--- config.mk ---
export PLATFORM = sky130hd
export DESIGN_NAME = turn_scheduler
export DESIGN_NICKNAME = d
export VERILOG_FILES = /design/src/rtl/turn_scheduler.sv
export SDC_FILE = /design/constraint.sdc
export NUM_CORES = 1
export LEC_CHECK = 0
export CORE_MARGIN = 5
export CORE_UTILIZATION = 50
export CTS_CLUSTER_SIZE = 40
export DETAILED_ROUTE_END_ITERATION = 12
export GPL_TIMING_DRIVEN = 1
export PLACE_DENSITY_LB_ADDON = 0.3
export SLEW_MARGIN = 20
export SYNTH_ARGS = -nofsm -noshare
export SYNTH_HDL_FRONTEND = slang
export SYNTH_SLANG_ARGS = --single-unit
--- constraint.sdc ---
create_clock -name clk -period 3.25 [get_ports clk]
set_input_delay 0.65 -clock clk [delete_from_list [all_inputs] [get_ports clk]]
set_output_delay 0.65 -clock clk [all_outputs]
set_load 0.01 [all_outputs]
--- src/rtl/turn_scheduler.sv ---
// Memory-card game round sequencer: takes card picks, compares pairs, keeps
// scores and hands the turn over on mismatch or idle timeout.
module turn_scheduler #(
    parameter int N_CARDS        = 16,
    parameter int SYM_W          = 3,
    parameter int TIMEOUT_CYCLES = 750_000_000,
    parameter int SHOW_CYCLES    = 50_000_000,
    localparam int IDX_W         = $clog2(N_CARDS)
) (
    input  logic               clk,
    input  logic               rst,
    input  logic               start,
    input  logic               sel_valid,
    input  logic [IDX_W-1:0]   sel_idx,
    output logic [IDX_W-1:0]   sym_rd_addr,
    input  logic [SYM_W-1:0]   sym_rd_data,
    output logic [N_CARDS-1:0] faceup_mask,
    output logic [N_CARDS-1:0] matched_mask,
    output logic               cur_player,
    output logic [1:0]         cartas_seleccionadas,
    output logic [3:0]         score_p1,
    output logic [3:0]         score_p2,
    output logic [31:0]        turn_timer,
    output logic               game_over,
    output logic [1:0]         winner
);
    typedef enum logic [2:0] {
        S_IDLE, S_WAIT_FIRST, S_WAIT_SECOND, S_COMPARE, S_SHOW, S_END
    } state_t;

    localparam logic [3:0]  HALF     = 4'(N_CARDS / 2);
    localparam logic [31:0] TIMEOUT  = 32'(TIMEOUT_CYCLES);
    localparam logic [31:0] SHOW_LEN = 32'(SHOW_CYCLES);

    state_t             state_q, state_d;
    logic [N_CARDS-1:0] faceup_q, faceup_d, matched_q, matched_d;
    logic               cur_player_q, cur_player_d;
    logic [1:0]         cnt_q, cnt_d;
    logic [3:0]         score_p1_q, score_p1_d, score_p2_q, score_p2_d;
    logic [31:0]        timer_q, timer_d, show_q, show_d;
    logic               game_over_q, game_over_d;
    logic [1:0]         winner_q, winner_d;
    logic [SYM_W-1:0]   sym1_q, sym1_d, sym2_q, sym2_d;
    logic [IDX_W-1:0]   idx1_q, idx1_d, idx2_q, idx2_d;

    logic       in_wait, pick_ok, timeout, match, all_done;
    logic [3:0] score_p1_inc, score_p2_inc;

    assign sym_rd_addr = sel_idx;

    always_comb begin
        in_wait = (state_q == S_WAIT_FIRST) || (state_q == S_WAIT_SECOND);
        pick_ok = in_wait && sel_valid && (32'(sel_idx) < 32'(N_CARDS))
                  && !matched_q[sel_idx] && !faceup_q[sel_idx]
                  && !((state_q == S_WAIT_SECOND) && (sel_idx == idx1_q));
        // an accepted pick beats a timeout landing in the same cycle
        timeout = in_wait && !pick_ok && (timer_q <= 32'd1);
        match   = (sym1_q == sym2_q);
        score_p1_inc = score_p1_q;
        score_p2_inc = score_p2_q;
        if (!cur_player_q) begin
            if (score_p1_q < HALF) score_p1_inc = score_p1_q + 4'd1;
        end else begin
            if (score_p2_q < HALF) score_p2_inc = score_p2_q + 4'd1;
        end
        all_done = (5'(score_p1_inc) + 5'(score_p2_inc)) == 5'(HALF);
    end

    always_ff @(posedge clk) begin
        if (!rst) begin
            state_q      <= S_IDLE;
            faceup_q     <= '0;
            matched_q    <= '0;
            cur_player_q <= 1'b0;
            cnt_q        <= 2'd0;
            score_p1_q   <= 4'd0;
            score_p2_q   <= 4'd0;
            timer_q      <= TIMEOUT;
            show_q       <= 32'd0;
            game_over_q  <= 1'b0;
            winner_q     <= 2'b00;
            sym1_q       <= '0;
            sym2_q       <= '0;
            idx1_q       <= '0;
            idx2_q       <= '0;
        end else begin
            state_q      <= state_d;
            faceup_q     <= faceup_d;
            matched_q    <= matched_d;
            cur_player_q <= cur_player_d;
            cnt_q        <= cnt_d;
            score_p1_q   <= score_p1_d;
            score_p2_q   <= score_p2_d;
            timer_q      <= timer_d;
            show_q       <= show_d;
            game_over_q  <= game_over_d;
            winner_q     <= winner_d;
            sym1_q       <= sym1_d;
            sym2_q       <= sym2_d;
            idx1_q       <= idx1_d;
            idx2_q       <= idx2_d;
        end
    end

    always_comb begin
        state_d = state_q;
        case (state_q)
            S_IDLE, S_END: if (start) state_d = S_WAIT_FIRST;
            S_WAIT_FIRST:  if (pick_ok) state_d = S_WAIT_SECOND;
            S_WAIT_SECOND: begin
                if (pick_ok)      state_d = S_COMPARE;
                else if (timeout) state_d = S_WAIT_FIRST;
            end
            S_COMPARE:     state_d = match ? (all_done ? S_END : S_WAIT_FIRST) : S_SHOW;
            S_SHOW:        if (show_q <= 32'd1) state_d = S_WAIT_FIRST;
            default:       state_d = S_IDLE;
        endcase
    end

    always_comb begin
        faceup_d     = faceup_q;
        matched_d    = matched_q;
        cur_player_d = cur_player_q;
        cnt_d        = cnt_q;
        score_p1_d   = score_p1_q;
        score_p2_d   = score_p2_q;
        timer_d      = timer_q;
        show_d       = show_q;
        game_over_d  = game_over_q;
        winner_d     = winner_q;
        sym1_d       = sym1_q;
        sym2_d       = sym2_q;
        idx1_d       = idx1_q;
        idx2_d       = idx2_q;
        case (state_q)
            S_IDLE, S_END: if (start) begin
                faceup_d     = '0;
                matched_d    = '0;
                score_p1_d   = 4'd0;
                score_p2_d   = 4'd0;
                cur_player_d = 1'b0;
                cnt_d        = 2'd0;
                timer_d      = TIMEOUT;
                game_over_d  = 1'b0;
                winner_d     = 2'b00;
            end
            S_WAIT_FIRST, S_WAIT_SECOND: begin
                if (pick_ok) begin
                    faceup_d[sel_idx] = 1'b1;
                    if (state_q == S_WAIT_FIRST) begin
                        sym1_d = sym_rd_data;
                        idx1_d = sel_idx;
                        cnt_d  = 2'd1;
                    end else begin
                        sym2_d = sym_rd_data;
                        idx2_d = sel_idx;
                        cnt_d  = 2'd2;
                    end
                end else if (timeout) begin
                    faceup_d     = '0;
                    cnt_d        = 2'd0;
                    cur_player_d = ~cur_player_q;
                    timer_d      = TIMEOUT;
                end else begin
                    timer_d = timer_q - 32'd1;
                end
            end
            S_COMPARE: begin
                if (match) begin
                    matched_d[idx1_q] = 1'b1;
                    matched_d[idx2_q] = 1'b1;
                    faceup_d[idx1_q]  = 1'b0;
                    faceup_d[idx2_q]  = 1'b0;
                    score_p1_d        = score_p1_inc;
                    score_p2_d        = score_p2_inc;
                    cnt_d             = 2'd0;
                    timer_d           = TIMEOUT;
                    if (all_done) begin
                        game_over_d = 1'b1;
                        if (score_p1_inc > score_p2_inc)      winner_d = 2'b01;
                        else if (score_p2_inc > score_p1_inc) winner_d = 2'b10;
                        else                                  winner_d = 2'b11;
                    end
                end else begin
                    show_d = SHOW_LEN;
                end
            end
            S_SHOW: begin
                if (show_q <= 32'd1) begin
                    faceup_d     = '0;
                    cnt_d        = 2'd0;
                    cur_player_d = ~cur_player_q;
                    timer_d      = TIMEOUT;
                end else begin
                    show_d = show_q - 32'd1;
                end
            end
            default: ;
        endcase
    end

    assign faceup_mask          = faceup_q;
    assign matched_mask         = matched_q;
    assign cur_player           = cur_player_q;
    assign cartas_seleccionadas = cnt_q;
    assign score_p1             = score_p1_q;
    assign score_p2             = score_p2_q;
    assign turn_timer           = timer_q;
    assign game_over            = game_over_q;
    assign winner               = winner_q;
endmodule

==> results of run 1 <==
-- synth_stat cells, types with 9 or more instances --
library cell	n
sky130_fd_sc_hd__ha_1	14
sky130_fd_sc_hd__nor2b_1	9
sky130_fd_sc_hd__a21oi_1	68
sky130_fd_sc_hd__xnor2_1	32
sky130_fd_sc_hd__nand4_1	27
sky130_fd_sc_hd__nor2_1	103
sky130_fd_sc_hd__o22ai_1	17
sky130_fd_sc_hd__clkbuf_1	25
sky130_fd_sc_hd__inv_1	16
sky130_fd_sc_hd__nor4_1	25
sky130_fd_sc_hd__nand2_1	45
sky130_fd_sc_hd__or3_1	25
sky130_fd_sc_hd__nor3_1	22
sky130_fd_sc_hd__buf_2	12
sky130_fd_sc_hd__or4_1	16
sky130_fd_sc_hd__xor2_1	23
sky130_fd_sc_hd__dfxtp_1	127
sky130_fd_sc_hd__o21ai_0	42
sky130_fd_sc_hd__nand3_1	25
sky130_fd_sc_hd__mux2i_1	22
sky130_fd_sc_hd__nand2b_1	12
-- where the power goes --
| part | switching (µW) | internal (µW) | total, µW |
|---|---|---|---|
| logic | 681 | 484 | 1170 |
| registers | 84.6 | 1620 | 1710 |
| clock network | 719 | 1070 | 1780 |
| total | 1480 | 3170 | 4660 |
-- layer usage --
metal,vias to the layer above,GRT usage (%),part of all wire (%)
met2,229,34.7,45
met5,-,0,0
li1,3199,-,-
met1,3094,30.7,46
met3,29,5.46,7.2
met4,0,8.01,1.6
-- stage by stage --
| step | hold slack, ns | setup slack [ns] | TNS [ns] | utilization (%) |
|---|---|---|---|---|
| after floorplan | 0.455 | 0.518 | 0 | - |
| after global placement | 0.452 | -0.0402 | -0.155 | 60.3 |
| after detailed placement | 0.456 | -0.129 | -0.559 | 60.3 |
| after CTS | 0.473 | 0.326 | 0 | 64.5 |
| after global routing | 0.501 | 0.161 | 0 | 64.5 |
| final | 0.474 | 0.290 | 0 | 64.5 |
-- worst max-delay path: cells and delay by family --
| family | cells | cell delay, ns |
|---|---|---|
| simple gates | 4 | 1.58 |
| compound gates | 3 | 0.58 |
| buf+inv | 1 | 0.49 |
-- state kept, by name, indices dropped and copies added (netlist names) --
name and cells:
state_q 3, game_over 1, matched_mask 16, show_q 32, cur_player 1, cartas_seleccionadas 2, turn_timer 32, idx1_q 4
faceup_mask 16, idx2_q 4, sym1_q 3, score_p1 4, score_p2 4, winner 2, sym2_q 3
-- area by class of cell --
| cell class | count | area, µm² | area share [%] |
|---|---|---|---|
| clock buffers | 18 | 439 | 5.12 |
| clock inverters | 14 | 119 | 1.39 |
| inverters | 16 | 60.1 | 0.700 |
| multi-input cells | 633 | 3970 | 46.2 |
| flip-flops and latches | 127 | 2540 | 29.6 |
| well taps | 176 | 220 | 2.57 |
| repair buffers | 130 | 1230 | 14.4 |
-- logic make-up (layout without fill, tap and decap cells) --
logic type	after synthesis	after routing	share of synthesized area (%)
flip-flops	127	127	37.3
multiplexers	24	24	3.56
XOR/XNOR	55	55	7.07
adder cells (fa/ha/maj)	15	15	2.86
buffers and inverters	65	178	4.57
AO/OA/AOI/OAI	180	180	16.4
AND/OR/NAND/NOR	359	359	28.2
-- final timing paths --
check	from	to	slack (ns)	cells after the start
setup / recovery	sel_idx[0]	faceup_mask[2]	0.29	8
hold / removal	winner[1]	winner[1]	0.47	2
setup reg to reg	turn_timer[24]	faceup_mask[2]	0.43	7
hold reg to reg	winner[1]	winner[1]	0.47	2
==> run_summary.xml, run 1 <==
<?xml version="1.0" encoding="UTF-8"?>
<metrics>
  <group name="synth">
    <metric name="yosysWarningCount" unit="">0</metric>
    <metric name="post_synth_instance_area" unit="µm²">6810</metric>
    <metric name="ranking_of_synthesized_cells_by_area" unit="">sky130_fd_sc_hd__dfxtp_1 37%, sky130_fd_sc_hd__nor2_1 5.7%, sky130_fd_sc_hd__a21oi_1 5.0%, sky130_fd_sc_hd__xnor2_1 4.1%, sky130_fd_sc_hd__mux2i_1 3.2%</metric>
    <metric name="dominantRegCellSynth" unit="">sky130_fd_sc_hd__dfxtp_1</metric>
    <metric name="synthesis.area_per_instance" unit="µm²">8.26</metric>
    <metric name="netlist.area_leader.share" unit="%">37.3</metric>
    <metric name="syn-instance-count" unit="">825</metric>
    <metric name="synth-edff-count" unit="">0</metric>
    <metric name="syn_nets" unit="">851</metric>
    <metric name="synthDistinctLibCells" unit="">75</metric>
    <metric name="async_reset_ff_share" unit="%">0</metric>
    <metric name="ys_ff_latch" unit="">127</metric>
    <metric name="synth_top_cell_by_area" unit="">sky130_fd_sc_hd__dfxtp_1</metric>
    <metric name="synth_sequential_area_ratio" unit="%">37.3</metric>
  </group>
  <group name="pwr">
    <metric name="power.leakage" unit="µW">0.00329</metric>
    <metric name="power.density_cell_area" unit="nW/µm²">543</metric>
    <metric name="vdd_drop_max" unit="V">0.000350</metric>
    <metric name="design_power_total" unit="µW">4660</metric>
  </group>
  <group name="cts">
    <metric name="clkLatencyLatePin" unit="ns">0.42</metric>
    <metric name="cts.hold.buffers_added" unit="">0</metric>
    <metric name="cts_num_sinks" unit="">127</metric>
    <metric name="clkSlewWorstSetupHoldPaths" unit="ns">0.06</metric>
    <metric name="clock_tree.root_cell" unit="">sky130_fd_sc_hd__clkbuf_16</metric>
    <metric name="clock_tree_from_tritoncts" unit="">yes</metric>
    <metric name="cts-buffers-inserted" unit="">17</metric>
    <metric name="post_cts_resized" unit="">0</metric>
    <metric name="cts_htree_levels" unit="">4</metric>
    <metric name="postCtsSetupBuffers" unit="">0</metric>
    <metric name="max-clock-path-buffers" unit="">2</metric>
  </group>
  <group name="worst_setup_path">
    <metric name="worst_ep_arrival_time" unit="ns">3.31</metric>
    <metric name="crit_path_start_kind" unit="">input port</metric>
    <metric name="cp_slowest_cell" unit="">sky130_fd_sc_hd__or4_4</metric>
    <metric name="path_cells" unit="">clkdlybuf4s50_1 -&gt; or2_1 -&gt; or3_1 -&gt; a32oi_1 -&gt; and4_1 -&gt; o21ai_1 -&gt; or4_4 -&gt; o211ai_2</metric>
    <metric name="cp_slowest_stage_delay" unit="ns">0.58</metric>
    <metric name="worst-endpoint-required" unit="ns">3.60</metric>
    <metric name="crit_type" unit="">input port to flop</metric>
    <metric name="critPathCaptureType" unit="">flop</metric>
    <metric name="critical_path.max_fanout" unit="">6</metric>
  </group>
  <group name="grt">
    <metric name="initial_antenna_violation_count" unit="">0</metric>
    <metric name="first_global_vias" unit="">6096</metric>
    <metric name="grt_first_pass_wirelength" unit="µm">29900</metric>
    <metric name="global_route.overflow_total" unit="">0</metric>
    <metric name="pin_count_of_the_biggest_net_entering_global_routing" unit="">48</metric>
    <metric name="grt_use_total" unit="%">22.5</metric>
  </group>
  <group name="sta">
    <metric name="worst_pin_slew" unit="ns">0.719</metric>
    <metric name="grt_setup_unrepaired" unit="">false</metric>
    <metric name="finalCriticalPeriod" unit="ns">2.96</metric>
    <metric name="hold_viol_final" unit="">0</metric>
    <metric name="final-setup-viol-count" unit="">0</metric>
    <metric name="fmax" unit="MHz">338</metric>
    <metric name="fin_worst_skew" unit="ns">0.00597</metric>
    <metric name="final_period_utilization" unit="%">91.1</metric>
    <metric name="timing_max_transition_violations_final" unit="">0</metric>
    <metric name="slew_margin_rel" unit="%">52.1</metric>
  </group>
  <group name="die">
    <metric name="die_w" unit="µm">127</metric>
    <metric name="floorplan.io_pins" unit="">93</metric>
    <metric name="initial_utilization" unit="%">51.3</metric>
    <metric name="num_rows" unit="">42</metric>
    <metric name="fp.dieH" unit="µm">127</metric>
    <metric name="die_area" unit="µm²">16100</metric>
    <metric name="fp.coreArea" unit="µm²">13300</metric>
  </group>
  <group name="layout">
    <metric name="finalNetCount" unit="">951</metric>
    <metric name="layout_common_cells" unit="">127 x sky130_fd_sc_hd__dfxtp_1, 103 x sky130_fd_sc_hd__nor2_1, 92 x sky130_fd_sc_hd__clkdlybuf4s50_1, 68 x sky130_fd_sc_hd__a21oi_1, 45 x sky130_fd_sc_hd__nand2_1</metric>
    <metric name="layout.cells.most_common" unit="">sky130_fd_sc_hd__dfxtp_1</metric>
    <metric name="layout.filler_cells" unit="">1134</metric>
    <metric name="num_antenna_cells" unit="">0</metric>
    <metric name="post_layout_nonfiller_instances" unit="">1114</metric>
    <metric name="syn_to_final_growth" unit="%">25.9</metric>
    <metric name="post_route_cells_drive_above_1_share" unit="%">11.0</metric>
    <metric name="fin_area" unit="µm²">8580</metric>
  </group>
  <group name="routing">
    <metric name="drt_pass1_iterations" unit="">8</metric>
    <metric name="number_of_violations_reported_at_the_end_of_detailed_routing_iteration_0" unit="">589</metric>
    <metric name="vias" unit="">6551</metric>
    <metric name="avgRoutedWirePerCell" unit="µm">16.6</metric>
    <metric name="antenna_violating_nets_post_route" unit="">0</metric>
    <metric name="route.detailed.vias_per_inst" unit="">5.88</metric>
    <metric name="drc" unit="">0</metric>
    <metric name="finalWirelength" unit="µm">18400</metric>
  </group>
  <group name="job">
    <metric name="max-cap-violations" unit="">0</metric>
  </group>
  <group name="placement">
    <metric name="place_inst" unit="">1082</metric>
    <metric name="detailed_place_hpwl" unit="µm">13000</metric>
    <metric name="place_area" unit="µm²">8020</metric>
    <metric name="place.gp.congestion" unit="">0.966</metric>
    <metric name="buffer_ports.inserted" unit="">92</metric>
  </group>
  <group name="outcome">
    <metric name="run_status" unit="">complete, no violations</metric>
  </group>
  <group name="hold_path">
    <metric name="hold_path_class" unit="">flop to flop</metric>
  </group>
</metrics>
No activity file was read; power rests on OpenSTA's default activity.
==> run 2: changes to the inputs <==
--- a/config.mk
+++ b/config.mk
@@ -5,6 +5,7 @@
 export SDC_FILE = /design/constraint.sdc
 export NUM_CORES = 1
 export LEC_CHECK = 0
+export CAP_MARGIN = 40
 export CORE_MARGIN = 5
 export CORE_UTILIZATION = 50
 export CTS_CLUSTER_SIZE = 40
==> results of run 2 <==
Same layout as run 1: the final DEF is identical, and so are final timing and power.
==> run 3: changes to the inputs <==
==> constraint.sdc (replaced) <==
create_clock -name clk -period 3.25 [get_ports clk]
set_input_delay 0.65 -clock clk [delete_from_list [all_inputs] [get_ports clk]]
set_output_delay 0.65 -clock clk [all_outputs]
set_load 0.05 [all_outputs]
==> run 3 against run 2 <==
  * Utilization up 0.21 points
  * Combinational power up 14%
  * Count of clock-buffer cells in the layout is 7 higher
  * Die area stayed put
  * Final cell count grew 0.18%
  * Register-to-register slack worse by 0.02 ns
  * Sequential power hardly changed
  * Critical path type unchanged
  * Largest power group unchanged
  * Highest routed layer unchanged
==> run_summary.xml, run 3 (same netlist as run 1, synthesis figures left out) <==
<?xml version="1.0" encoding="UTF-8"?>
<metrics>
  <group name="sta">
    <metric name="fmax" unit="MHz">334</metric>
    <metric name="timing_max_transition_violations_final" unit="">0</metric>
    <metric name="finalHoldWorstSlack" unit="ns">0.460</metric>
    <metric name="slew_margin_rel" unit="%">53.3</metric>
    <metric name="grt_setup_unrepaired" unit="">false</metric>
    <metric name="hold_viol_final" unit="">0</metric>
    <metric name="worst_pin_slew" unit="ns">0.700</metric>
    <metric name="final_period_utilization" unit="%">92.2</metric>
    <metric name="final-setup-viol-count" unit="">0</metric>
    <metric name="tns" unit="ns">0</metric>
    <metric name="fin_worst_skew" unit="ns">0.00810</metric>
    <metric name="finalCriticalPeriod" unit="ns">3.00</metric>
  </group>
  <group name="pwr">
    <metric name="flop_pwr_share" unit="%">35.0</metric>
    <metric name="combPwrFrac" unit="%">27.2</metric>
    <metric name="power.density_cell_area" unit="nW/µm²">568</metric>
    <metric name="switching_power" unit="µW">1590</metric>
    <metric name="p_int" unit="µW">3290</metric>
    <metric name="swShare" unit="%">32.6</metric>
    <metric name="vdd_drop_max" unit="V">0.000348</metric>
    <metric name="power.leakage" unit="µW">0.00331</metric>
    <metric name="design_power_total" unit="µW">4890</metric>
    <metric name="clock_power_share" unit="%">37.8</metric>
  </group>
  <group name="worst_setup_path">
    <metric name="critPathBufInv" unit="">1</metric>
    <metric name="crit_path_start_kind" unit="">input port</metric>
    <metric name="path_cells" unit="">clkdlybuf4s50_1 -&gt; or2_1 -&gt; or3_1 -&gt; a32oi_1 -&gt; and4_1 -&gt; o21ai_1 -&gt; or4_4 -&gt; o211ai_2</metric>
    <metric name="critPathCaptureType" unit="">flop</metric>
    <metric name="worst-endpoint-required" unit="ns">3.59</metric>
    <metric name="crit_type" unit="">input port to flop</metric>
    <metric name="cp_slowest_stage_delay" unit="ns">0.58</metric>
    <metric name="worst_ep_arrival_time" unit="ns">3.34</metric>
    <metric name="critical-path-top-delay-family" unit="">simple AND/OR/NAND/NOR gates</metric>
    <metric name="critical_path.max_fanout" unit="">6</metric>
    <metric name="cp_slowest_cell" unit="">sky130_fd_sc_hd__or4_4</metric>
  </group>
  <group name="cts">
    <metric name="max-clock-path-buffers" unit="">2</metric>
    <metric name="cts.hold.buffers_added" unit="">0</metric>
    <metric name="clkSlewWorstSetupHoldPaths" unit="ns">0.05</metric>
    <metric name="cts-buffers-inserted" unit="">17</metric>
    <metric name="clkLatencyLatePin" unit="ns">0.42</metric>
    <metric name="clock_tree.root_cell" unit="">sky130_fd_sc_hd__clkbuf_16</metric>
    <metric name="cts_htree_levels" unit="">4</metric>
    <metric name="cts_num_sinks" unit="">127</metric>
    <metric name="post_cts_resized" unit="">0</metric>
    <metric name="clock_tree_from_tritoncts" unit="">yes</metric>
    <metric name="postCtsSetupBuffers" unit="">0</metric>
  </group>
  <group name="layout">
    <metric name="num_antenna_cells" unit="">0</metric>
    <metric name="layout.cells.most_common" unit="">sky130_fd_sc_hd__dfxtp_1</metric>
    <metric name="layout_common_cells" unit="">127 x sky130_fd_sc_hd__dfxtp_1, 103 x sky130_fd_sc_hd__nor2_1, 90 x sky130_fd_sc_hd__clkdlybuf4s50_1, 68 x sky130_fd_sc_hd__a21oi_1, 45 x sky130_fd_sc_hd__nand2_1</metric>
    <metric name="post_layout_nonfiller_instances" unit="">1116</metric>
    <metric name="finalNetCount" unit="">954</metric>
    <metric name="post_route_cells_drive_above_1_share" unit="%">10.9</metric>
    <metric name="syn_to_final_growth" unit="%">26.3</metric>
    <metric name="layout.filler_cells" unit="">1134</metric>
  </group>
  <group name="routing">
    <metric name="route.detailed.vias_per_inst" unit="">5.86</metric>
    <metric name="drt_pass1_iterations" unit="">5</metric>
    <metric name="number_of_violations_reported_at_the_end_of_detailed_routing_iteration_0" unit="">620</metric>
    <metric name="vias" unit="">6536</metric>
    <metric name="finalWirelength" unit="µm">18400</metric>
    <metric name="antenna_violating_nets_post_route" unit="">0</metric>
    <metric name="drc" unit="">0</metric>
    <metric name="avgRoutedWirePerCell" unit="µm">16.5</metric>
  </group>
  <group name="grt">
    <metric name="pin_count_of_the_biggest_net_entering_global_routing" unit="">48</metric>
    <metric name="global_route.overflow_total" unit="">0</metric>
    <metric name="first_global_vias" unit="">6103</metric>
    <metric name="grt_first_pass_wirelength" unit="µm">30500</metric>
    <metric name="grt_use_total" unit="%">22.8</metric>
    <metric name="initial_antenna_violation_count" unit="">0</metric>
  </group>
  <group name="placement">
    <metric name="detailed_place_hpwl" unit="µm">13200</metric>
    <metric name="buffer_ports.inserted" unit="">92</metric>
    <metric name="place_inst" unit="">1085</metric>
    <metric name="place.gp.congestion" unit="">0.930</metric>
  </group>
  <group name="hold_path">
    <metric name="hold_path_class" unit="">flop to flop</metric>
  </group>
  <group name="die">
    <metric name="num_rows" unit="">42</metric>
    <metric name="fp.dieH" unit="µm">127</metric>
    <metric name="initial_utilization" unit="%">51.3</metric>
    <metric name="die_w" unit="µm">127</metric>
    <metric name="fp.coreArea" unit="µm²">13300</metric>
    <metric name="die_area" unit="µm²">16100</metric>
    <metric name="floorplan.io_pins" unit="">93</metric>
  </group>
  <group name="job">
    <metric name="max-cap-violations" unit="">0</metric>
  </group>
  <group name="outcome">
    <metric name="run_status" unit="">complete, no violations</metric>
  </group>
</metrics>
-- run 3: cell count changes in the layout (fill, tap and decap cells not counted), moves of 2 or more --
cell	previous run	this run
sky130_fd_sc_hd__clkinv_2	5	3
sky130_fd_sc_hd__buf_4	36	41
sky130_fd_sc_hd__clkbuf_1	0	5
sky130_fd_sc_hd__clkinvlp_4	5	1
sky130_fd_sc_hd__clkinv_4	2	0
sky130_fd_sc_hd__clkbuf_8	1	3
sky130_fd_sc_hd__clkdlybuf4s50_1	92	90
-- run 3: power groups by stage --
stage                     Sequential [µW]  Combinational, µW  Clock [µW]
final                                1710               1330        1850
after global routing                 1720               1440        1940
after CTS                            1710               1320        1860
after detailed placement             1740               1310           0
after global placement               1740               1300           0
after floorplan                      1890                760           0
-- run 3: final cells by class --
cell class                      instances  area (µm²)  share of cell area [%]
Clock buffer                           25         485                    5.64
Inverter                               16        60.1                   0.698
Clock inverter                          6        82.6                   0.959
Sequential cell                       127        2540                    29.5
Tap cell                              176         220                    2.56
Timing Repair Buffer                  133        1250                    14.5
Multi-Input combinational cell        633        3970                    46.1
-- run 3: through the flow --
step	area [µm²]	setup WS [ns]	utilization, %
4_1_cts	8610	0.294	64.7
6_report	8610	0.252	64.7
5_1_grt	8610	0.122	64.7
3_5_place_dp	8040	-0.132	60.5
2_1_floorplan	6810	0.371	-
3_3_place_gp	8040	-0.0228	60.5
-- run 3: per-layer routing --
layer / vias up / GRT usage, % / part of all wire (%)
li1: 3204 / - / -
met4: 0 / 6.94 / 1.3
met2: 223 / 34.2 / 45
met5: - / 0 / 0
met1: 3083 / 32.6 / 46
met3: 26 / 5.30 / 7.4
-- run 3: worst min-delay path, delay by kind of cell, from the launching register on --
kind | cells | cell delay [ns]
flops | 1 | 0.31
simple gates | 1 | 0.05
compound gates | 1 | 0.05
-- run 3: worst paths after layout --
path	from	endpoint	slack [ns]	depth (start not counted)
min	winner[1]	winner[1]	0.46	2
max	sel_idx[0]	faceup_mask[0]	0.25	8
max reg2reg	turn_timer[24]	faceup_mask[0]	0.41	7
min reg2reg	winner[1]	winner[1]	0.46	2
==> patch 1 (flow settings as in run 1) <==
Change the parameter `N_CARDS` from 16 to 32.
--- a/src/rtl/turn_scheduler.sv
+++ b/src/rtl/turn_scheduler.sv
@@ -3,3 +3,3 @@
 module turn_scheduler #(
-    parameter int N_CARDS        = 16,
+    parameter int N_CARDS        = 32,
     parameter int SYM_W          = 3,
Interface: changed (resized faceup_mask, matched_mask, sel_idx and sym_rd_addr); port bits go from 93 to 127. The function was not compared with the original's and may differ.
==> patch 1 against run 1 <==
- sequential cell count rose by 24
- area after synthesis rose by 12%
- first-iteration DRC count rose by 31%
- cell area rose by 17%
- largest cell class unchanged
- worst setup slack got worse by 0.11 ns
- critical path depth rose by 5
- hold slack got worse by 0.0059 ns
- power rose by 5.6%
- critical endpoint is now turn_timer[21]
- non-clock buffer count rose by 64
- count of clock-buffer cells in the layout did not move
- wire length rose by 24%
- sequential share of layout area rose by 0.46 points
==> patch 1: results (changes against run 1) <==
** Final layout
- The number of filler cells placed in the layout was 1245 (+9.8%).
- The multi-input gate share of total cell area was 42.7% (-3.5 points).
- Layout clock area frac :: 6.09% (-0.41 points)
- Share of cells above drive strength 1 :: 15.8% (+4.8 points)
- The count of plain and timing-repair buffers in the layout came to 194 (+49%).
- The sequential cell area is 3020 um2 (+19%).
- Total number of nets in the final design :: 1093 (+15%)
- The number of non-clock inverters came to 9 (-7).
- Area of the multi-input gates :: 4290 um2 (+8.2%)

** GRT
- The all-layer global routing usage came to 25.4% (+2.9 points).
- Global-route wire length before repair :: 36900 um (+23%)
- The via count of the first global-routing pass was 7156 (+17%).

** Logic synthesis
- The average instance area after synthesis was 8.15 um2 (-1.3%).
- The sequential share of the synthesized area came to 39.5% (+2.2 points).
- The number of unique standard cell types used by synthesis came to 63 (-16%).
- Main area contributors after synthesis :: sky130_fd_sc_hd__dfxtp_1, sky130_fd_sc_hd__nor2_1, sky130_fd_sc_hd__a21oi_1

** Placed design
- Cell area after placement :: 9350 um2 (+17%)
- The final RePlAce weighted congestion came to 0.986 (+2.1%).
- Placed cell count :: 1245 (+15%)
- # port buffers :: 118 (+28%)

** Critical path
- On the critical path, the stage with the largest delay is an instance of sky130_fd_sc_hd__clkdlybuf4s50_1.
- Maximum fanout along the worst path :: 20 (+14)
- Length in cells of the worst reg-to-reg path :: 9 (+2)

** Pwr
- The total net switching power was 1.41 mW (-5.3%).
- The total power per unit cell area was 489 nW/um2 (-9.8%).
- Combinational cell power :: 0.904 mW (-23%)
- The maximum vdd drop is 0.000397 V (+13%).

** STA
- Post-route clock skew :: 0.00902 ns (+0.00305 ns)
- The worst relative slew slack was 57.0% (+4.9 points).

** Die
- Total core area :: 15100 um2 (+13%)

** Run status
- The run finished with clean final reports.

** Hold path
- The startpoint identified for the worst hold timing path is cartas_seleccionadas[0].
## patch 1: cell count changes in the layout (fill, tap and decap cells not counted), moves of 15 or more
cell and delta:
sky130_fd_sc_hd__nor2_1 +31, sky130_fd_sc_hd__o22ai_1 +15, sky130_fd_sc_hd__nand4_1 -21, sky130_fd_sc_hd__dfxtp_1 +24, sky130_fd_sc_hd__buf_4 +32, sky130_fd_sc_hd__a21oi_1 +22
sky130_fd_sc_hd__clkdlybuf4s50_1 +22
## patch 1: worst paths after layout
kind              slack, ns                       to
setup / recovery       0.18           turn_timer[21]
hold / removal         0.47  cartas_seleccionadas[0]
setup reg to reg       0.20          faceup_mask[12]
hold reg to reg        0.47  cartas_seleccionadas[0]
## patch 1: timing repair
action,4_1_cts,5_1_grt
buffers inserted,0,1
gates resized for setup,1,17
pin swaps,0,1
endpoints found under the setup margin,55,61
gates cloned,0,0
## patch 1: critical path: cells and delay by family
| kind | cells | cell delay (ns) |
|---|---|---|
| buffers and inverters | 5 | 1.13 |
| XOR/XNOR | 1 | 0.15 |
| AND/OR/NAND/NOR | 6 | 1.17 |
| AO/OA/AOI/OAI | 1 | 0.26 |
## patch 1: routing by layer
layer | part of all wire, % | global-route usage (%) | up-vias
met4 | 2.8 | 10.9 | 0
li1 | - | - | 3617
met5 | 0 | 0 | -
met2 | 45 | 38.8 | 353
met1 | 44 | 33.8 | 3547
met3 | 8.0 | 6.72 | 69
## patch 1: cell families after synthesis
kind of cell               share of synthesized area, %
adders and majority gates                         0.654
muxes                                              2.09
AOI/OAI and AO/OA                                  20.9
other                                            0.0490
xor gates and xnor gates                           5.95
DFF                                                39.5
buffers and inverters                              5.84
and+or+nand+nor                                    25.0
==> patch 2 (flow settings as in run 1) <==
Made on the original files. Register the inputs `start`, `sel_valid`, `sel_idx` and `sym_rd_data` before use, with the module's reset. The logic sees them one clock later.
--- a/src/rtl/turn_scheduler.sv
+++ b/src/rtl/turn_scheduler.sv
@@ -34,2 +34,21 @@
 
+    logic start_q;
+    logic sel_valid_q;
+    logic [IDX_W-1:0] sel_idx_q;
+    logic [SYM_W-1:0] sym_rd_data_q;
+
+    always_ff @(posedge clk) begin
+        if (!rst) begin
+            start_q       <= '0;
+            sel_valid_q   <= '0;
+            sel_idx_q     <= '0;
+            sym_rd_data_q <= '0;
+        end else begin
+            start_q       <= start;
+            sel_valid_q   <= sel_valid;
+            sel_idx_q     <= sel_idx;
+            sym_rd_data_q <= sym_rd_data;
+        end
+    end
+
     state_t             state_q, state_d;
@@ -48,3 +67,3 @@
 
-    assign sym_rd_addr = sel_idx;
+    assign sym_rd_addr = sel_idx_q;
 
@@ -52,5 +71,5 @@
         in_wait = (state_q == S_WAIT_FIRST) || (state_q == S_WAIT_SECOND);
-        pick_ok = in_wait && sel_valid && (32'(sel_idx) < 32'(N_CARDS))
-                  && !matched_q[sel_idx] && !faceup_q[sel_idx]
-                  && !((state_q == S_WAIT_SECOND) && (sel_idx == idx1_q));
+        pick_ok = in_wait && sel_valid_q && (32'(sel_idx_q) < 32'(N_CARDS))
+                  && !matched_q[sel_idx_q] && !faceup_q[sel_idx_q]
+                  && !((state_q == S_WAIT_SECOND) && (sel_idx_q == idx1_q));
         // an accepted pick beats a timeout landing in the same cycle
@@ -107,3 +126,3 @@
         case (state_q)
-            S_IDLE, S_END: if (start) state_d = S_WAIT_FIRST;
+            S_IDLE, S_END: if (start_q) state_d = S_WAIT_FIRST;
             S_WAIT_FIRST:  if (pick_ok) state_d = S_WAIT_SECOND;
@@ -135,3 +154,3 @@
         case (state_q)
-            S_IDLE, S_END: if (start) begin
+            S_IDLE, S_END: if (start_q) begin
                 faceup_d     = '0;
@@ -148,10 +167,10 @@
                 if (pick_ok) begin
-                    faceup_d[sel_idx] = 1'b1;
+                    faceup_d[sel_idx_q] = 1'b1;
                     if (state_q == S_WAIT_FIRST) begin
-                        sym1_d = sym_rd_data;
-                        idx1_d = sel_idx;
+                        sym1_d = sym_rd_data_q;
+                        idx1_d = sel_idx_q;
                         cnt_d  = 2'd1;
                     end else begin
-                        sym2_d = sym_rd_data;
-                        idx2_d = sel_idx;
+                        sym2_d = sym_rd_data_q;
+                        idx2_d = sel_idx_q;
                         cnt_d  = 2'd2;
Behaviour: not the same (a bounded check fails within 4 cycles, from zero or initial values and one cycle with rst low).
==> patch 2 against run 1 <==
- core utilization grew 0.074 points
- area after synthesis is 0.29% higher
- wire length is 1.2% lower
- critical path type is now reg -> reg
- synthesized cell count down 0.12%
- sequential cell count up 9
- worst setup slack got worse by 0.080 ns
- die area grew 0.27%
- register-to-register slack got worse by 0.22 ns
- critical endpoint is now faceup_mask[13]
- cell area up 0.51%
- final cell count shrank 0.36%
- hold slack lost 0.010 ns
- clock skew decreased by 0.00083 ns
- largest cell class unchanged
Power is not compared: it rests on default switching activity, and its combinational part moved more than twofold at a synthesized area within 25%.
==> patch 2: results (changes against run 1) <==
** Hold path
- Path category of the worst min-delay check :: reg -> reg

** GRT
- The met3 usage is 5.93% (+0.46 points).
- The global-route wire length before repair came to 30100 um (+0.74%).
- The all-layer global routing usage came to 22.7% (+0.19 points).
- M2 GR Usage :: 36.4% (+1.7 points)
- Number of antenna violations at the first check in global routing :: 0 (unchanged)
- Via count of the first global-routing pass :: 6157 (+1.0%)
- Maximum number of pins on one net before global-route repair :: 38 (-21%)
- The global-route met1 utilization was 29.9% (-0.78 points).

** Clocking
- The deepest clock path buffer count came to 2 (unchanged).
- The TritonCTS buffer count is 17 (unchanged).
- CTS root buffer :: sky130_fd_sc_hd__clkbuf_16
- The clock-pin slew on the worst setup and hold paths was 0.06 ns (about the same).
- The maximum level of the CTS H-tree came to 4 (unchanged).
- Latest clock arrival within the worst-skew pair :: 0.42 ns (about the same)

** Placed design
- Cell area after placement :: 8030 um2 (about the same)
- The number of port buffers came to 92 (unchanged).
- The detailed placement HPWL came to 12500 um (-4.5%).
- Routability cong. :: 0.895 (-7.3%)

** Route
- The met2 wire length is 8480 um (+1.4%).
- Via count normalized by instance count :: 5.75 (-2.3%)
- The detailed-routed wire length on met3 came to 1100 um (-17%).
- Count of TritonRoute iterations in the first routing pass :: 4 (-4)
- The sum of routed wire segments on met1 is 8360 um (-0.97%).
- The count of antenna-violating nets left after detailed routing is 0 (unchanged).
- The DRC marker count from the first detailed-route iteration was 497 (-16%).
- Routed signal wires occupy layers up through met4.
- The routed wire length came to 18200 um (-1.2%).

** Logic synthesis
- The fraction of synthesis flops using an asynchronous set or reset pin came to 0% (unchanged).
- Main area contributors after synthesis :: sky130_fd_sc_hd__dfxtp_1, sky130_fd_sc_hd__nor2_1, sky130_fd_sc_hd__xor2_1
- Number of nets produced by synthesis :: 850 (-0.12%)
- The number of synthesis warnings was 0 (unchanged).
- The number of unique standard cell types used by synthesis came to 71 (-5.3%).
- Commonest cells in the netlist :: sky130_fd_sc_hd__nor2_1, sky130_fd_sc_hd__dfxtp_1, sky130_fd_sc_hd__nand2_1
- Share of the yosys chip area belonging to registers :: 39.8% (+2.5 points)

** Critical path
- On the critical path the largest part of the delay comes from simple AND/OR/NAND/NOR gates.
- The critical path arrival came to 3.39 ns (+0.08 ns).
- Maximum fanout along the worst path :: 12 (+6)
- Cell with the largest stage delay on the worst path :: sky130_fd_sc_hd__or4_1
- Peak per-stage delay on the critical path :: 0.69 ns (+0.11 ns)

** STA
- Post-route clock skew :: 0.00514 ns (-0.000826 ns)
- The worst relative slew slack is 36.9% (-15 points).
- The final total negative setup slack came to 0 ns (unchanged).

** Run status
- The run finished with clean final reports.

** Final layout
- Total number of nets in the final design :: 947 (-0.42%)
- Layout-stage area growth over the synthesis result :: 26.2%
- The number of filler cells placed in the layout was 1155 (+1.9%).
- The layout cell share with drive strength beyond 1 came to 9.31% (-1.7 points).
- The antenna cell count was 0 (unchanged).

** Pwr
- VDD sags by at most 0.000374 V.
- Leakage power figure :: 3.29 nW
-- patch 2: cell types whose count changed after synthesis, moves of 7 or more --
| cell | run 1 | this run |
|---|---|---|
| sky130_fd_sc_hd__nor2_1 | 103 | 156 |
| sky130_fd_sc_hd__o21ai_0 | 42 | 14 |
| sky130_fd_sc_hd__xor2_1 | 23 | 46 |
| sky130_fd_sc_hd__a21oi_1 | 68 | 48 |
| sky130_fd_sc_hd__nand4_1 | 27 | 14 |
| sky130_fd_sc_hd__or3_1 | 25 | 13 |
| sky130_fd_sc_hd__nor3_1 | 22 | 32 |
| sky130_fd_sc_hd__dfxtp_1 | 127 | 136 |
| sky130_fd_sc_hd__o22a_1 | 1 | 10 |
| sky130_fd_sc_hd__nand2_1 | 45 | 53 |
| sky130_fd_sc_hd__xnor2_1 | 32 | 24 |
| sky130_fd_sc_hd__clkbuf_1 | 25 | 32 |
| sky130_fd_sc_hd__o21a_1 | 0 | 7 |
-- patch 2: per-stage QoR --
| stage | hold WS [ns] | instances | worst slack [ns] |
|---|---|---|---|
| after floorplan | 0.448 | 824 | 0.112 |
| after detailed placement | 0.455 | 1078 | 0.182 |
| after CTS | 0.464 | 1110 | 0.119 |
| after global routing | 0.489 | 1110 | 0.0417 |
| final | 0.464 | 1110 | 0.210 |
| after global placement | 0.450 | 1078 | 0.289 |
-- patch 2: final timing paths --
| kind | startpoint | to | slack (ns) | depth (start not counted) |
|---|---|---|---|---|
| worst max-delay path | turn_timer[22] | faceup_mask[13] | 0.21 | 7 |
| worst min-delay path | winner[0] | winner[0] | 0.46 | 2 |
| worst max register to register | turn_timer[22] | faceup_mask[13] | 0.21 | 7 |
| worst min register to register | winner[0] | winner[0] | 0.46 | 2 |
-- patch 2: where the power goes --
part,internal [mW],leakage (nW),switching [mW],total (mW)
Combinational,0.215,1.91,0.328,0.543
Clock,1.15,0.283,0.766,1.92
Sequential,1.70,1.10,0.0529,1.76
-- patch 2: layout make-up --
class | count | area share (%)
flip-flops and latches | 136 | 31.6
repair buffers | 121 | 13.2
clock buffers | 18 | 5.09
multi-input cells | 629 | 45.1
inverters | 16 | 0.696
clock inverters | 14 | 1.74
well taps | 176 | 2.55
-- patch 2: kinds of logic (layout without fill, tap and decap cells) --
group                    Yosys count  in the layout  share of synthesized area [%]
multiplexers                      18             18                           2.84
adder cells (fa/ha/maj)           16             16                           3.00
AND/OR/NAND/NOR                  381            381                           27.5
buffers and inverters             59            169                           3.52
AO/OA/AOI/OAI                    144            144                           14.4
flip-flops                       136            136                           39.8
XOR/XNOR                          70             70                           8.97
-- patch 2: timing repair --
| item | CTS | global route |
|---|---|---|
| setup buffers | 0 | 0 |
| endpoints found under the setup margin | 0 | 3 |
| resized for setup | 0 | 3 |
